==> config.mk <==
export PLATFORM = sky130hd
export DESIGN_NAME = mips_multicycle_control
export DESIGN_NICKNAME = d
export VERILOG_FILES = /design/src/rtl/mips_multicycle_control.sv
export SDC_FILE = /design/constraint.sdc
export NUM_CORES = 1
export LEC_CHECK = 0
export ABC_CLOCK_PERIOD_IN_PS = 2000
export CAP_MARGIN = 20
export CORE_MARGIN = 2
export CORE_UTILIZATION = 45
export DETAILED_ROUTE_END_ITERATION = 10
export PLACE_DENSITY = 0.9
export RECOVER_POWER = 50
export SLEW_MARGIN = 5
export SYNTH_ARGS = -nofsm -noshare
export SYNTH_HDL_FRONTEND = slang
export SYNTH_SLANG_ARGS = --single-unit
==> constraint.sdc <==
create_clock -name Clk -period 2 [get_ports Clk]
set_input_delay 0.3 -clock Clk [delete_from_list [all_inputs] [get_ports Clk]]
set_output_delay 0.3 -clock Clk [all_outputs]
set_load 0.01 [all_outputs]
==> src/rtl/mips_multicycle_control.sv <==
// Multicycle MIPS control FSM with memory wait states and a stall watchdog.
// Optional `define ILLEGAL_OP_TRAP_EN routes unknown opcodes through TRAP to HALT instead of treating them as NOPs.
module mips_multicycle_control #(
  parameter int unsigned MEM_TIMEOUT = 255
) (
  input  logic       Clk,
  input  logic       Reset,
  input  logic [5:0] Opcode,
  input  logic       MemReady,
  output logic       PCwrite,
  output logic       PCwriteCOND,
  output logic [1:0] PCsource,
  output logic       IorD,
  output logic       MemRead,
  output logic       MemWrite,
  output logic       IRwrite,
  output logic       MemtoReg,
  output logic       RegDst,
  output logic       RegWrite,
  output logic       ALUSrcA,
  output logic [1:0] ALUSrcB,
  output logic [1:0] ALUOp,
  output logic       MemTimeout,
  output logic [3:0] State
);

  localparam logic [3:0] S_FETCH    = 4'd0;
  localparam logic [3:0] S_DECODE   = 4'd1;
  localparam logic [3:0] S_MEMADDR  = 4'd2;
  localparam logic [3:0] S_MEMREAD  = 4'd3;
  localparam logic [3:0] S_MEMWB    = 4'd4;
  localparam logic [3:0] S_MEMWRITE = 4'd5;
  localparam logic [3:0] S_EXEC     = 4'd6;
  localparam logic [3:0] S_ALUWB    = 4'd7;
  localparam logic [3:0] S_BRANCH   = 4'd8;
  localparam logic [3:0] S_JUMP     = 4'd9;
  localparam logic [3:0] S_ADDIEX   = 4'd10;
  localparam logic [3:0] S_ADDIWB   = 4'd11;
  localparam logic [3:0] S_TRAP     = 4'd12;
  localparam logic [3:0] S_HALT     = 4'd13;

  localparam logic [5:0] OP_RTYPE = 6'b000000;
  localparam logic [5:0] OP_J     = 6'b000010;
  localparam logic [5:0] OP_BEQ   = 6'b000100;
  localparam logic [5:0] OP_ADDI  = 6'b001000;
  localparam logic [5:0] OP_LW    = 6'b100011;
  localparam logic [5:0] OP_SW    = 6'b101011;

  localparam int unsigned CW = $clog2(MEM_TIMEOUT + 1);

  logic [3:0]    r_state;
  logic [3:0]    w_next;
  logic [CW-1:0] r_wait;
  logic          r_is_sw;
  logic          w_mem_state;
  logic          w_stall;
  logic          w_timeout;

  assign w_mem_state = (r_state == S_FETCH) || (r_state == S_MEMREAD) || (r_state == S_MEMWRITE);
  assign w_stall     = w_mem_state && !MemReady;
  assign w_timeout   = w_stall && (r_wait == CW'(MEM_TIMEOUT));

  always_comb begin
    w_next = r_state;
    case (r_state)
      S_FETCH:    if (MemReady) w_next = S_DECODE;
      S_DECODE: begin
        case (Opcode)
          OP_LW, OP_SW: w_next = S_MEMADDR;
          OP_RTYPE:     w_next = S_EXEC;
          OP_BEQ:       w_next = S_BRANCH;
          OP_J:         w_next = S_JUMP;
          OP_ADDI:      w_next = S_ADDIEX;
`ifdef ILLEGAL_OP_TRAP_EN
          default:      w_next = S_TRAP;
`else
          default:      w_next = S_FETCH;
`endif
        endcase
      end
      S_MEMADDR:  w_next = r_is_sw ? S_MEMWRITE : S_MEMREAD;
      S_MEMREAD:  if (MemReady) w_next = S_MEMWB;
      S_MEMWB:    w_next = S_FETCH;
      S_MEMWRITE: if (MemReady) w_next = S_FETCH;
      S_EXEC:     w_next = S_ALUWB;
      S_ALUWB:    w_next = S_FETCH;
      S_BRANCH:   w_next = S_FETCH;
      S_JUMP:     w_next = S_FETCH;
      S_ADDIEX:   w_next = S_ADDIWB;
      S_ADDIWB:   w_next = S_FETCH;
      S_TRAP:     w_next = S_HALT;
      S_HALT:     w_next = S_HALT;
      default:    w_next = S_FETCH;
    endcase
    // MemReady on the expiry cycle already kept w_timeout low, so the normal transition wins
    if (w_timeout) w_next = S_HALT;
  end

  always_ff @(posedge Clk or posedge Reset) begin
    if (Reset) begin
      r_state <= S_FETCH;
      r_wait  <= '0;
      r_is_sw <= 1'b0;
    end else begin
      r_state <= w_next;
      if (w_stall && !w_timeout) r_wait <= r_wait + CW'(1);
      else                       r_wait <= '0;
      if (r_state == S_DECODE) r_is_sw <= (Opcode == OP_SW);
    end
  end

  always_comb begin
    PCwrite     = 1'b0;
    PCwriteCOND = 1'b0;
    PCsource    = 2'b00;
    IorD        = 1'b0;
    MemRead     = 1'b0;
    MemWrite    = 1'b0;
    IRwrite     = 1'b0;
    MemtoReg    = 1'b0;
    RegDst      = 1'b0;
    RegWrite    = 1'b0;
    ALUSrcA     = 1'b0;
    ALUSrcB     = 2'b00;
    ALUOp       = 2'b00;
    case (r_state)
      S_FETCH: begin
        // Reset parks the FSM in FETCH; mask the Mealy strobes so no write fires while it is held
        MemRead = 1'b1;
        ALUSrcB = 2'b01;
        IRwrite = MemReady && !Reset;
        PCwrite = MemReady && !Reset;
      end
      S_DECODE:   ALUSrcB = 2'b11;
      S_MEMADDR: begin
        ALUSrcA = 1'b1;
        ALUSrcB = 2'b10;
      end
      S_MEMREAD: begin
        MemRead = 1'b1;
        IorD    = 1'b1;
      end
      S_MEMWB: begin
        RegWrite = 1'b1;
        MemtoReg = 1'b1;
      end
      S_MEMWRITE: begin
        MemWrite = 1'b1;
        IorD     = 1'b1;
      end
      S_EXEC: begin
        ALUSrcA = 1'b1;
        ALUOp   = 2'b10;
      end
      S_ALUWB: begin
        RegWrite = 1'b1;
        RegDst   = 1'b1;
      end
      S_BRANCH: begin
        ALUSrcA     = 1'b1;
        ALUOp       = 2'b01;
        PCwriteCOND = 1'b1;
        PCsource    = 2'b01;
      end
      S_JUMP: begin
        PCwrite  = 1'b1;
        PCsource = 2'b10;
      end
      S_ADDIEX: begin
        ALUSrcA = 1'b1;
        ALUSrcB = 2'b10;
      end
      S_ADDIWB:   RegWrite = 1'b1;
      default: ;
    endcase
  end

  assign MemTimeout = w_timeout && !Reset;
  assign State      = r_state;

endmodule
Word level (Yosys, flattened, before mapping)
Index checks and enable logic that the tools add are counted.
{"block": "word_totals", "in_bits": 9, "output_inout_bits": 21, "ff_bits": 13, "wordCells": 67}
{"block": "classes", "muxes": 21, "addsub": 1, "eq_ne": 22, "reduce_logical": 20}
{"operator": "$pmux 4 s8", "count": 1}
{"operator": "$eq 4x4->1 const B", "count": 6}
{"operator": "$pmux 4 s5", "count": 1}
{"operator": "$eq 4x3->1 const B", "count": 4}
{"operator": "$mux 4", "count": 4}
{"operator": "$eq 6x6->1 const B", "count": 2}
{"operator": "$reduce_or 2->1", "count": 5}
{"operator": "$mux 1", "count": 9}
{"operator": "$ne 3x3->1 const B", "count": 3}
{"operator": "$add 8x1->8 const B", "count": 1}
{"operator": "$eq 4x2->1 const B", "count": 2}
{"operator": "$eq 8x8->1 const B", "count": 1}
{"operator": "$mux 8", "count": 1}
{"operator": "$pmux 2 s2", "count": 2}
{"operator": "$eq 6x2->1 const B", "count": 1}
{"operator": "$eq 6x3->1 const B", "count": 1}
{"operator": "$eq 6x4->1 const B", "count": 1}
{"operator": "$logic_not 6->1", "count": 1}
{"operator": "$pmux 2 s3", "count": 1}
{"operator": "$logic_and 1x1->1", "count": 5}
{"operator": "$eq 4x1->1 const B", "count": 1}
{"operator": "$logic_not 4->1", "count": 1}
{"operator": "$reduce_or 4->1", "count": 1}
{"operator": "$logic_not 1->1", "count": 3}
{"operator": "5 further kinds", "count": 6}

Depth between registers and ports, before layout
Gate-level depths: netlist (run 1).
{"block": "depth", "ltp_word": 8, "depth_mapped": 5, "mapped_depth_nobuf": 4}

Least setup slack after synthesis (run 1)
No wires, ideal clock.
{"block": "synth_path", "kind": "flip-flop to output port", "start": "reg r_state[1], in the netlist State[1]", "end": "out PCwrite", "stages_incl_launch_ff": 5, "arrival_ns": 1.702, "slack_ns": -0.002, "path_cell_list": "dfrtp_1 clkbuf_1 or2_2 nor4b_1 or2_2"}
{"block": "synth_via", "elab_chain_len": 2}
{"item": "start: declaration", "line_no": "51", "source": "logic [3:0] r_state;"}
{"item": "start signal: assignment", "line_no": "105", "source": "r_state <= w_next;"}
{"item": "$eq 4x4->1 / $logic_not 4->1 (equally long branches)", "line_no": "126", "source": "case (r_state)"}
{"item": "$pmux 1 s2 (*)", "line_no": "126"}
{"item": "end: declaration", "line_no": "10", "source": "output logic PCwrite,"}
Mark *: on every way between the ends. The rest lies on a longest branch, timed or not.

Worst setup path after layout (run 1)
{"block": "layout_path", "start": "reg r_state[2], in the netlist State[2]", "end": "out MemTimeout"}
{"block": "layout_via", "elab_chain_len": 6}
{"item": "$eq 4x2->1 / $logic_not 4->1 (equally long branches)", "line_no": "59", "source": "assign w_mem_state = (r_state == S_FETCH) || (r_state == S_MEMREAD) || (r_state == S_MEMWRITE);"}
{"item": "$logic_or 1x1->1", "line_no": "59"}
{"item": "$logic_or 1x1->1 (*)", "line_no": "59"}
{"item": "$logic_and 1x1->1 (*)", "line_no": "60", "source": "assign w_stall = w_mem_state && !MemReady;"}
{"item": "$logic_and 1x1->1 (*)", "line_no": "61", "source": "assign w_timeout = w_stall && (r_wait == CW'(MEM_TIMEOUT));"}
{"item": "$logic_and 1x1->1 (*)", "line_no": "178", "source": "assign MemTimeout = w_timeout && !Reset;"}
{"item": "end: declaration", "line_no": "23", "source": "output logic MemTimeout,"}
Marks and branches as above.

==> results of run 1 <==
power by group through the flow:
stage	Sequential, mW	Clock [mW]	Combinational [mW]
floorplan	0.365	0	0.521
detailed placement	0.352	0	1.00
global route	0.355	0.175	1.08
CTS	0.348	0.164	0.990
global placement	0.344	0	0.964
finish	0.351	0.156	0.990
kinds of logic after synthesis:
| kind of cell | Yosys count | share of synthesized area, % |
|---|---|---|
| simple gates | 60 | 35.45 |
| compound gates | 19 | 14.69 |
| flops | 13 | 35.04 |
| buf+inv | 10 | 4.851 |
| xor+xnor | 8 | 7.547 |
| mux | 1 | 1.078 |
| fa+ha+maj | 1 | 1.347 |
placed cells by master, fill, tap and decap left out, types with 3 or more instances in the layout:
cell type        instances
nand3_1                  5
dfrtp_1                 13
dlygate4sd2_1            8
buf_4                   14
clkbuf_4                 3
nor2_1                  16
clkdlybuf4s15_2          4
inv_1                    3
nor3_1                   5
xor2_1                   6
or2_4                    3
a21oi_1                  5
buf_2                    5
nand2_1                  7
clkdlybuf4s50_1          8
nand2b_1                 3
and4_1                   3
dlygate4sd3_1            4
registers in the layout (all words and copies together) (netlist names):
register and count:
r_wait 8, State 4, r_is_sw 1
Yosys cell counts, types with 2 or more instances:
cell type  count  area (µm²)
nor2_1        18       67.56
dfrtp_1       13       325.3
nand2_1        7       26.28
nor3_1         6       30.03
xor2_1         6       52.55
a21oi_1        5       25.02
clkbuf_1       5       18.77
nand3_1        5       25.02
nand2b_1       4       25.02
or2_2          4       25.02
and4_1         3       26.28
inv_1          3       11.26
buf_4          2       15.01
o211ai_1       2       15.01
xnor2_1        2       17.52
area by class of cell:
cell class                      instances  area share, %
Clock buffer                            4          1.920
Inverter                                3         0.8227
Multi-Input combinational cell         89          43.51
Sequential cell                        13          23.77
Tap cell                               27          2.468
Timing Repair Buffer                   44          27.51
layer usage:
layer,vias to the layer above,global-route usage [%]
met4,0,12.96
met5,-,0
met1,477,23.50
met2,53,45.95
met3,9,2.761
li1,484,-
metrics by stage:
step | TNS (ns) | setup WS (ns) | cells | area [µm²]
6_report | -0.2249 | -0.09316 | 180 | 1369
5_1_grt | -0.4872 | -0.1508 | 180 | 1369
4_1_cts | -0.2816 | -0.1145 | 180 | 1374
3_5_place_dp | -1.253 | -0.5216 | 176 | 1338
3_3_place_gp | -0.7049 | -0.4686 | 176 | 1338
2_1_floorplan | 0 | 0.1801 | 112 | 934.6
path summary, 6_finish.rpt:
path / start / to / cells after the start / slack, ns
min in group asynchronous: Reset / State[1] / 3 / 0.68
hold reg to reg: r_wait[0] / r_wait[0] / 1 / 0.53
setup / recovery: State[2] / MemTimeout / 5 / -0.09
hold / removal: r_wait[0] / r_wait[0] / 1 / 0.53
max in group asynchronous: Reset / State[0] / 3 / 1.01
setup reg to reg: State[1] / State[1] / 5 / 0.07
critical path: cells and delay by family (launching register included):
| family | cells | cell delay, ns |
|---|---|---|
| and+or+nand+nor | 3 | 0.72 |
| DFF | 1 | 0.41 |
| AOI/OAI and AO/OA | 1 | 0.26 |
| buffers and inverters | 1 | 0.13 |
repair_timing:
| item | in CTS | in global routing |
|---|---|---|
| endpoints found under the setup margin | 17 | 8 |
| gates resized for setup | 42 | 7 |
| pin swaps | 2 | 2 |
==> metrics.yaml, run 1 <==
global_routing:
  track_usage_pct: 23.46
  grt_pass1_vias: 1004
  grt_overflow: 0
  grt_first_pass_wirelength_um: 4409
  pin_count_of_the_biggest_net_entering_global_routing: 16
  initial_antenna_violation_count: 0
setup_path:
  cells_along_the_critical_path: "or4_1 > o22a_2 > nand2b_4 > nor2_2 > buf_2"
  slowest_stage: "or4_1"
  critPathRequiredTime_ns: 1.70
  critical_setup_path_class: "reg -> out"
  critPathArrivalTime_ns: 1.79
  critical_path.max_stage_delay_ns: 0.51
  worstPathMaxFanout: 2
  start_kind: "register"
  endpoint_kind: "primary output"
run_status:
  outcome: "complete, but fails checks"
  failed_checks: "negative setup slack"
clock_tree:
  cts_setup_buffers: 0
  cts_sinks: 13
  cts_buffer_depth: 2
  clkLatencyLatePin_ns: 0.27
  clk_transition_reported_paths_ns: 0.07
  numCtsBuffers: 3
  cts_root_buf: "clkbuf_4"
  clock_tree_from_tritoncts: "built"
  ctsHtreeMaxLevel: 1
  ctsHoldBuffers: 0
floorplanning:
  ioPinCount: 30
  core_area_um2: 1962
  num_rows: 16
  floorplan_die_width_um: 49.42
  die_h_um: 49.42
  floorplan.initialDensity_pct: 47.32
  design.die.area_um2: 2442
synth:
  synth.avg_cell_area_um2: 8.289
  synth-edff-count: 0
  synth_fp_nets: 122
  postSynthCellCount: 112
  synth_flop_cell: "dfrtp_1"
  yosys_register_bits: 13
  combined_area_of_all_synthesized_cells_um2: 928.4
  yosys_warnings: 0
  yosysSeqAreaShare_pct: 35.04
  synthDistinctLibCells: 42
  synth-async-reset-ratio_pct: 100.0
power_and_ir_drop:
  vdd.ir_drop.worst_mv: 0.6295
  sequentialPowerShare_pct: 23.5
  totalPowerFinal_mw: 1.497
  cell_internal_pwr_mw: 0.8755
  power.share.combinational_pct: 66.1
  p_sw_mw: 0.6218
  clkPwrFrac_pct: 10.4
  static-leakage-power_nw: 0.6439
  power_per_standard_cell_area_nw_per_um2: 1094
  switching_share_pct: 41.53
routing:
  detailroute.wirelength.met2_um: 1381
  drt-pass1-iter-count: 4
  iteration_0_drc_markers: 29
  route.antenna.remaining_nets: 0
  drc_markers: 0
  num_vias: 1023
  drt-vias-per-instance: 5.683
  dr_wl_met3_um: 173
  wirelength_met1_um: 999
  dr.max_layer_used: "met4"
  post_route_wl_um: 2638
  drt-wirelength-per-cell_um: 14.66
placement:
  finalWeightedCongestion: 0.8255
  dp_hpwl_um: 2030
  port_buffers: 29
final_layout:
  regArea_um2: 325.3
  fin_util_pct: 69.77
  final.fill_count: 172
  nets: 164
  antenna_cells_inserted: 0
  areaGrowthSynthToFinish_pct: 47.44
  drive_gt1_share_pct: 26.80
  multiInputGateArea_um2: 595.6
sta:
  timing.final.crit_share_pct: 104.7
  setup_viol: 3
  setup_repair_after_global_routing_missed_its_margin: "yes"
  timing.fmax_ghz: 0.4777
  slew_viol_final: 0
  timing.slew.headroom_pct: 69.03
  post-route-worst-setup-slack_ns: -0.09316
  final.hold.worst_slack_ns: 0.5287
  tightest_slew_ns: 0.4640
  fin_skew_ns: 0.002393
  post-route-min-period_ns: 2.093
  hold_violations: 0
min_path:
  min_path_type: "reg -> reg"
run:
  maxCapViolCount: 0
(Power assumes the default switching activity.)
==> inputs of run 2 (changes only) <==
Settings changed: ABC_CLOCK_PERIOD_IN_PS 2000 to 1900, CORE_ASPECT_RATIO from default to 0.6, CORE_UTILIZATION 45 to 41, CTS_CLUSTER_SIZE from default to 40, PLACE_DENSITY 0.9 to 0.87, SKIP_CTS_REPAIR_TIMING from default to 1.
Clock period 2 ns to 1.9 ns, I/O delays scaled along.
==> metrics.yaml, run 2 (synthesized netlist as in run 1, its figures left out) <==
run_status:
  outcome: "complete, but fails checks"
  failed_checks: "negative setup slack"
global_routing:
  grt_first_pass_wirelength_um: 3988  # -9.5%
  grt_pass1_vias: 870  # -13%
  track_usage_pct: 20.90  # -2.6 points
  pin_count_of_the_biggest_net_entering_global_routing: 16  # unchanged
  grt_overflow: 0  # unchanged
  initial_antenna_violation_count: 0  # unchanged
sta:
  timing.final.crit_share_pct: 107.7
  timing.slew.headroom_pct: 68.42  # -0.61 points
  timing.fmax_ghz: 0.4889
  post-route-worst-setup-slack_ns: -0.1456  # -0.05241 ns
  setup_repair_after_global_routing_missed_its_margin: "yes"
  fin_skew_ns: 0.001106  # -0.001287 ns
  tightest_slew_ns: 0.4732  # +0.009195 ns
  final.hold.worst_slack_ns: 0.5518  # +0.02311 ns
  hold_violations: 0  # unchanged
  setup_viol: 2  # -1
  slew_viol_final: 0  # unchanged
  post-route-min-period_ns: 2.046
floorplanning:
  floorplan_die_width_um: 65.43  # +32%
  ioPinCount: 30  # unchanged
  num_rows: 13  # -3
  floorplan.initialDensity_pct: 43.24  # -4.1 points
  die_h_um: 40.86  # -17%
  design.die.area_um2: 2673  # +9.5%
  core_area_um2: 2147  # +9.4%
final_layout:
  largest-register: "r_wait"
  antenna_cells_inserted: 0  # unchanged
  areaGrowthSynthToFinish_pct: 59.16
  final_area_um2: 1478  # +8.0%
  drive_gt1_share_pct: 30.86  # +4.1 points
  final_cell_count_no_fill: 192  # +6.7%
  nets: 173  # +5.5%
  regArea_um2: 325.3  # unchanged
  final.fill_count: 169  # -1.7%
  most-common-layout-cells: "24 x buf_4, 16 x nor2_1, 13 x dfrtp_1"
  fin_util_pct: 68.82  # -0.95 points
  largest_register_ff_count: 8  # unchanged
  multiInputGateArea_um2: 605.6  # +1.7%
  final_common_cell: "buf_4"
routing:
  num_vias: 1035  # +1.2%
  route.antenna.remaining_nets: 0  # unchanged
  drt-wirelength-per-cell_um: 14.20  # -3.1%
  post_route_wl_um: 2726  # +3.3%
  drt-pass1-iter-count: 4  # unchanged
  drc_markers: 0  # unchanged
  drt-vias-per-instance: 5.391  # -5.2%
  iteration_0_drc_markers: 61  # +110%
power_and_ir_drop:
  clkPwrFrac_pct: 13.5  # +3.1 points
  power_per_standard_cell_area_nw_per_um2: 1206  # +10%
  static-leakage-power_nw: 0.8025  # +25%
  vdd.ir_drop.worst_mv: 0.4826  # -23%
  power.share.combinational_pct: 66.4  # +0.3 points
  switching_share_pct: 39.62  # -1.9 points
  totalPowerFinal_mw: 1.783  # +19%
  cell_internal_pwr_mw: 1.076  # +23%
  p_sw_mw: 0.7064  # +14%
  sequentialPowerShare_pct: 20.1  # -3.4 points
clock_tree:
  clock_tree_from_tritoncts: "built"
  numCtsBuffers: 3  # unchanged
  clkLatencyLatePin_ns: 0.24  # -0.03 ns
  cts_sinks: 13  # unchanged
  cts_root_buf: "clkbuf_8"
  clk_transition_reported_paths_ns: 0.05  # -0.02 ns
  ctsHtreeMaxLevel: 1  # unchanged
  cts_buffer_depth: 2  # unchanged
setup_path:
  critical_setup_path_class: "in -> out"
  critPathRequiredTime_ns: 1.62  # -0.08 ns
  endpoint_kind: "primary output"
  start_kind: "input port"
  critPathArrivalTime_ns: 1.76  # -0.03 ns
  worstPathMaxFanout: 3  # +1
placement:
  port_buffers: 29  # unchanged
  finalWeightedCongestion: 0.8311  # +0.68%
  dp_hpwl_um: 2187  # +7.8%
  placed_cell_area_um2: 1394  # +4.2%
  place_inst: 186  # +5.7%
min_path:
  min_path_type: "reg -> reg"
run:
  maxCapViolCount: 0  # unchanged
-- run 2: changes by cell type in the layout (fill, tap and decap cells not counted), moves of 4 or more --
| cell | delta |
|---|---|
| buf_4 | +10 |
| dlymetal6s2s_1 | +9 |
| dlygate4sd2_1 | -8 |
| clkbuf_2 | +4 |
| clkdlybuf4s15_2 | -4 |
-- run 2: per-layer routing --
metal	part of all wire, %	global-route usage [%]
met1	47	30.15
met2	45	31.38
met3	7.3	4.945
met4	0.99	6.250
met5	0	0
-- run 2: worst paths after layout --
check                              start  cells past startpoint          to  slack [ns]
worst max register to register  State[3]                      5    State[1]        0.08
min in group asynchronous          Reset                      3    State[1]        0.70
max in group asynchronous          Reset                      3   r_wait[5]        0.88
worst min-delay path             r_is_sw                      1     r_is_sw        0.55
worst max-delay path            MemReady                      6  MemTimeout       -0.15
worst min register to register   r_is_sw                      1     r_is_sw        0.55
-- run 2: per-stage QoR --
stage | TNS, ns | setup slack, ns
3_5_place_dp | -2.315 | -0.5606
3_3_place_gp | -1.660 | -0.5199
4_1_cts | -4.591 | -0.5640
2_1_floorplan | 0 | 0.09508
6_report | -0.2005 | -0.1456
5_1_grt | -0.4499 | -0.2098
-- run 2: critical path, stage by stage --
cell and delay, ns:
clkdlybuf4s50_1 0.44, or3b_2 0.45, o22a_2 0.23, nand2b_4 0.14, nor2_1 0.08, buf_2 0.14
-- run 2: final cells by class --
cell class | count | share of cell area (%)
tap | 30 | 2.540
timing repair buffer | 53 | 30.65
inverter | 3 | 0.7621
sequential | 13 | 22.02
multi-input combinational | 89 | 40.98
clock buffer | 4 | 3.048
-- run 2: power by group through the flow --
stage	clock network, mW	logic, mW	registers, mW
4_1_cts	0.245	1.15	0.360
5_1_grt	0.263	1.28	0.360
6_report	0.241	1.18	0.358
2_1_floorplan	0	0.548	0.385
3_5_place_dp	0	1.14	0.365
3_3_place_gp	0	1.11	0.359
==> inputs of run 3 (changes only) <==
Settings changed: CTS_CLUSTER_DIAMETER from default to 60, SETUP_SLACK_MARGIN from default to 0.15.
==> metrics.yaml, run 3 (synthesized netlist as in run 1, its figures left out) <==
run_status:
  outcome: "complete, but fails checks"
  failed_checks: "negative setup slack"
sta:
  timing.final.crit_share_pct: 109.1  # +1.4 points
  fin_setup_tns_ns: -0.4203  # -0.2198 ns
  slew_viol_final: 0  # unchanged
  hold_violations: 0  # unchanged
  setup_repair_after_global_routing_missed_its_margin: "yes"
  setup_viol: 5  # +3
  timing.fmax_ghz: 0.4825  # -1.3%
  final.hold.worst_slack_ns: 0.5234  # -0.02844 ns
  timing.slew.headroom_pct: 67.15  # -1.3 points
  fin_skew_ns: 0.002257  # +0.001151 ns
  post-route-min-period_ns: 2.072  # +0.02686 ns
  tightest_slew_ns: 0.4922  # +0.01899 ns
  post-route-worst-setup-slack_ns: -0.1724  # -0.02686 ns
floorplanning:
  num_rows: 13  # unchanged
  floorplan.initialDensity_pct: 43.24  # unchanged
  core_area_um2: 2147  # unchanged
  ioPinCount: 30  # unchanged
  die_h_um: 40.86  # unchanged
  floorplan_die_width_um: 65.43  # unchanged
  design.die.area_um2: 2673  # unchanged
final_layout:
  largest_register_ff_count: 8  # unchanged
  fin_util_pct: 73.37  # +4.5 points
  antenna_cells_inserted: 0  # unchanged
  most-common-layout-cells: "23 x buf_4, 13 x dfrtp_1, 10 x nor2_1, 10 x clkdlybuf4s50_1, 7 x nand2_1"
  areaGrowthSynthToFinish_pct: 69.68
  largest-register: "r_wait"
  drive_gt1_share_pct: 40.61  # +9.7 points
  final.fill_count: 159  # -5.9%
  final_cell_count_no_fill: 195  # +1.6%
  final_area_um2: 1575  # +6.6%
  final_common_cell: "buf_4"
  nets: 176  # +1.7%
clock_tree:
  cts_sinks: 13  # unchanged
  cts_root_buf: "clkbuf_8"
  clock_tree_from_tritoncts: "built"
  clkLatencyLatePin_ns: 0.25  # about the same
  numCtsBuffers: 3  # unchanged
  clk_transition_reported_paths_ns: 0.06  # about the same
  cts_buffer_depth: 2  # unchanged
  ctsHtreeMaxLevel: 1  # unchanged
placement:
  finalWeightedCongestion: 0.8200  # -1.3%
  place_inst: 185  # -0.54%
  dp_hpwl_um: 2321  # +6.1%
  port_buffers: 29  # unchanged
  placed_cell_area_um2: 1398  # +0.27%
  placement.setup.worst_slack_ns: -0.5720  # -0.01145 ns
power_and_ir_drop:
  static-leakage-power_nw: 0.7951  # -0.92%
  clkPwrFrac_pct: 12.9  # -0.6 points
  sequentialPowerShare_pct: 18.7  # -1.4 points
  cell_internal_pwr_mw: 1.158  # +7.5%
  power_per_standard_cell_area_nw_per_um2: 1262  # +4.6%
  vdd.ir_drop.worst_mv: 0.6914  # +43%
  switching_share_pct: 41.75  # +2.1 points
  power.share.combinational_pct: 68.4  # +2.0 points
  totalPowerFinal_mw: 1.987  # +11%
  p_sw_mw: 0.8296  # +17%
setup_path:
  critical_setup_path_class: "reg -> out"
  endpoint_kind: "primary output"
  start_kind: "register"
  cells_along_the_critical_path: "or4_1 > o22a_2 > nand2b_4 > nor2_2 > buf_2"
  critPathRequiredTime_ns: 1.62  # about the same
  slowest_stage: "or4_1"
  worstPathMaxFanout: 2  # -1
  critical_path.max_stage_delay_ns: 0.53  # +0.08 ns
  critPathArrivalTime_ns: 1.79  # +0.03 ns
  r2r_setup_slack_ns: 0.04  # -0.04 ns
global_routing:
  grt_pass1_vias: 964  # +11%
  pin_count_of_the_biggest_net_entering_global_routing: 14  # -2
  grt_first_pass_wirelength_um: 4429  # +11%
  track_usage_pct: 23.30  # +2.4 points
  grt_overflow: 0  # unchanged
  initial_antenna_violation_count: 0  # unchanged
min_path:
  min_path_type: "reg -> reg"
run:
  maxCapViolCount: 0  # unchanged
routing:
  post_route_wl_um: 3516  # +29%
  iteration_0_drc_markers: 60  # -1.6%
  drt-vias-per-instance: 5.723  # +6.2%
  route.antenna.remaining_nets: 0  # unchanged
  drc_markers: 0  # unchanged
  num_vias: 1116  # +7.8%
  drt-wirelength-per-cell_um: 18.03  # +27%
  drt-pass1-iter-count: 4  # unchanged
==> run 3: final timing paths <==
path	startpoint	endpoint	depth (start not counted)
worst max-delay path	State[1]	MemTimeout	5
worst min-delay path	r_wait[0]	r_wait[0]	1
worst max register to register	State[1]	State[1]	5
worst min register to register	r_wait[0]	r_wait[0]	1
max in group asynchronous	Reset	r_wait[4]	3
min in group asynchronous	Reset	r_wait[5]	3
==> run 3: final cells by class <==
cell class / instances / area [µm²] / share of cell area, %
multi-input cells: 89 / 656.9 / 41.70
repair buffers: 56 / 499.2 / 31.69
flip-flops and latches: 13 / 325.3 / 20.65
clock buffers: 4 / 45.04 / 2.859
well taps: 30 / 37.54 / 2.383
inverters: 3 / 11.26 / 0.7149
==> run 3: critical path, delay by kind of cell, from the launching register on <==
family,cells,cell delay (ns)
and+or+nand+nor,3,0.77
buffers and inverters,1,0.13
DFF,1,0.39
AOI/OAI and AO/OA,1,0.25
==> run 3: metal layers <==
layer	routed length [µm]	GRT usage [%]
met5	0	0
met4	79	7.292
met3	276	6.593
met2	1684	40.56
met1	1476	29.19
==> run 3: power by group through the flow <==
stage	combinational, mW	clock, mW	sequential [mW]
CTS	1.16	0.248	0.364
floorplan	0.562	0	0.385
finish	1.36	0.256	0.372
global route	1.44	0.265	0.376
global placement	1.12	0	0.365
detailed placement	1.16	0	0.369
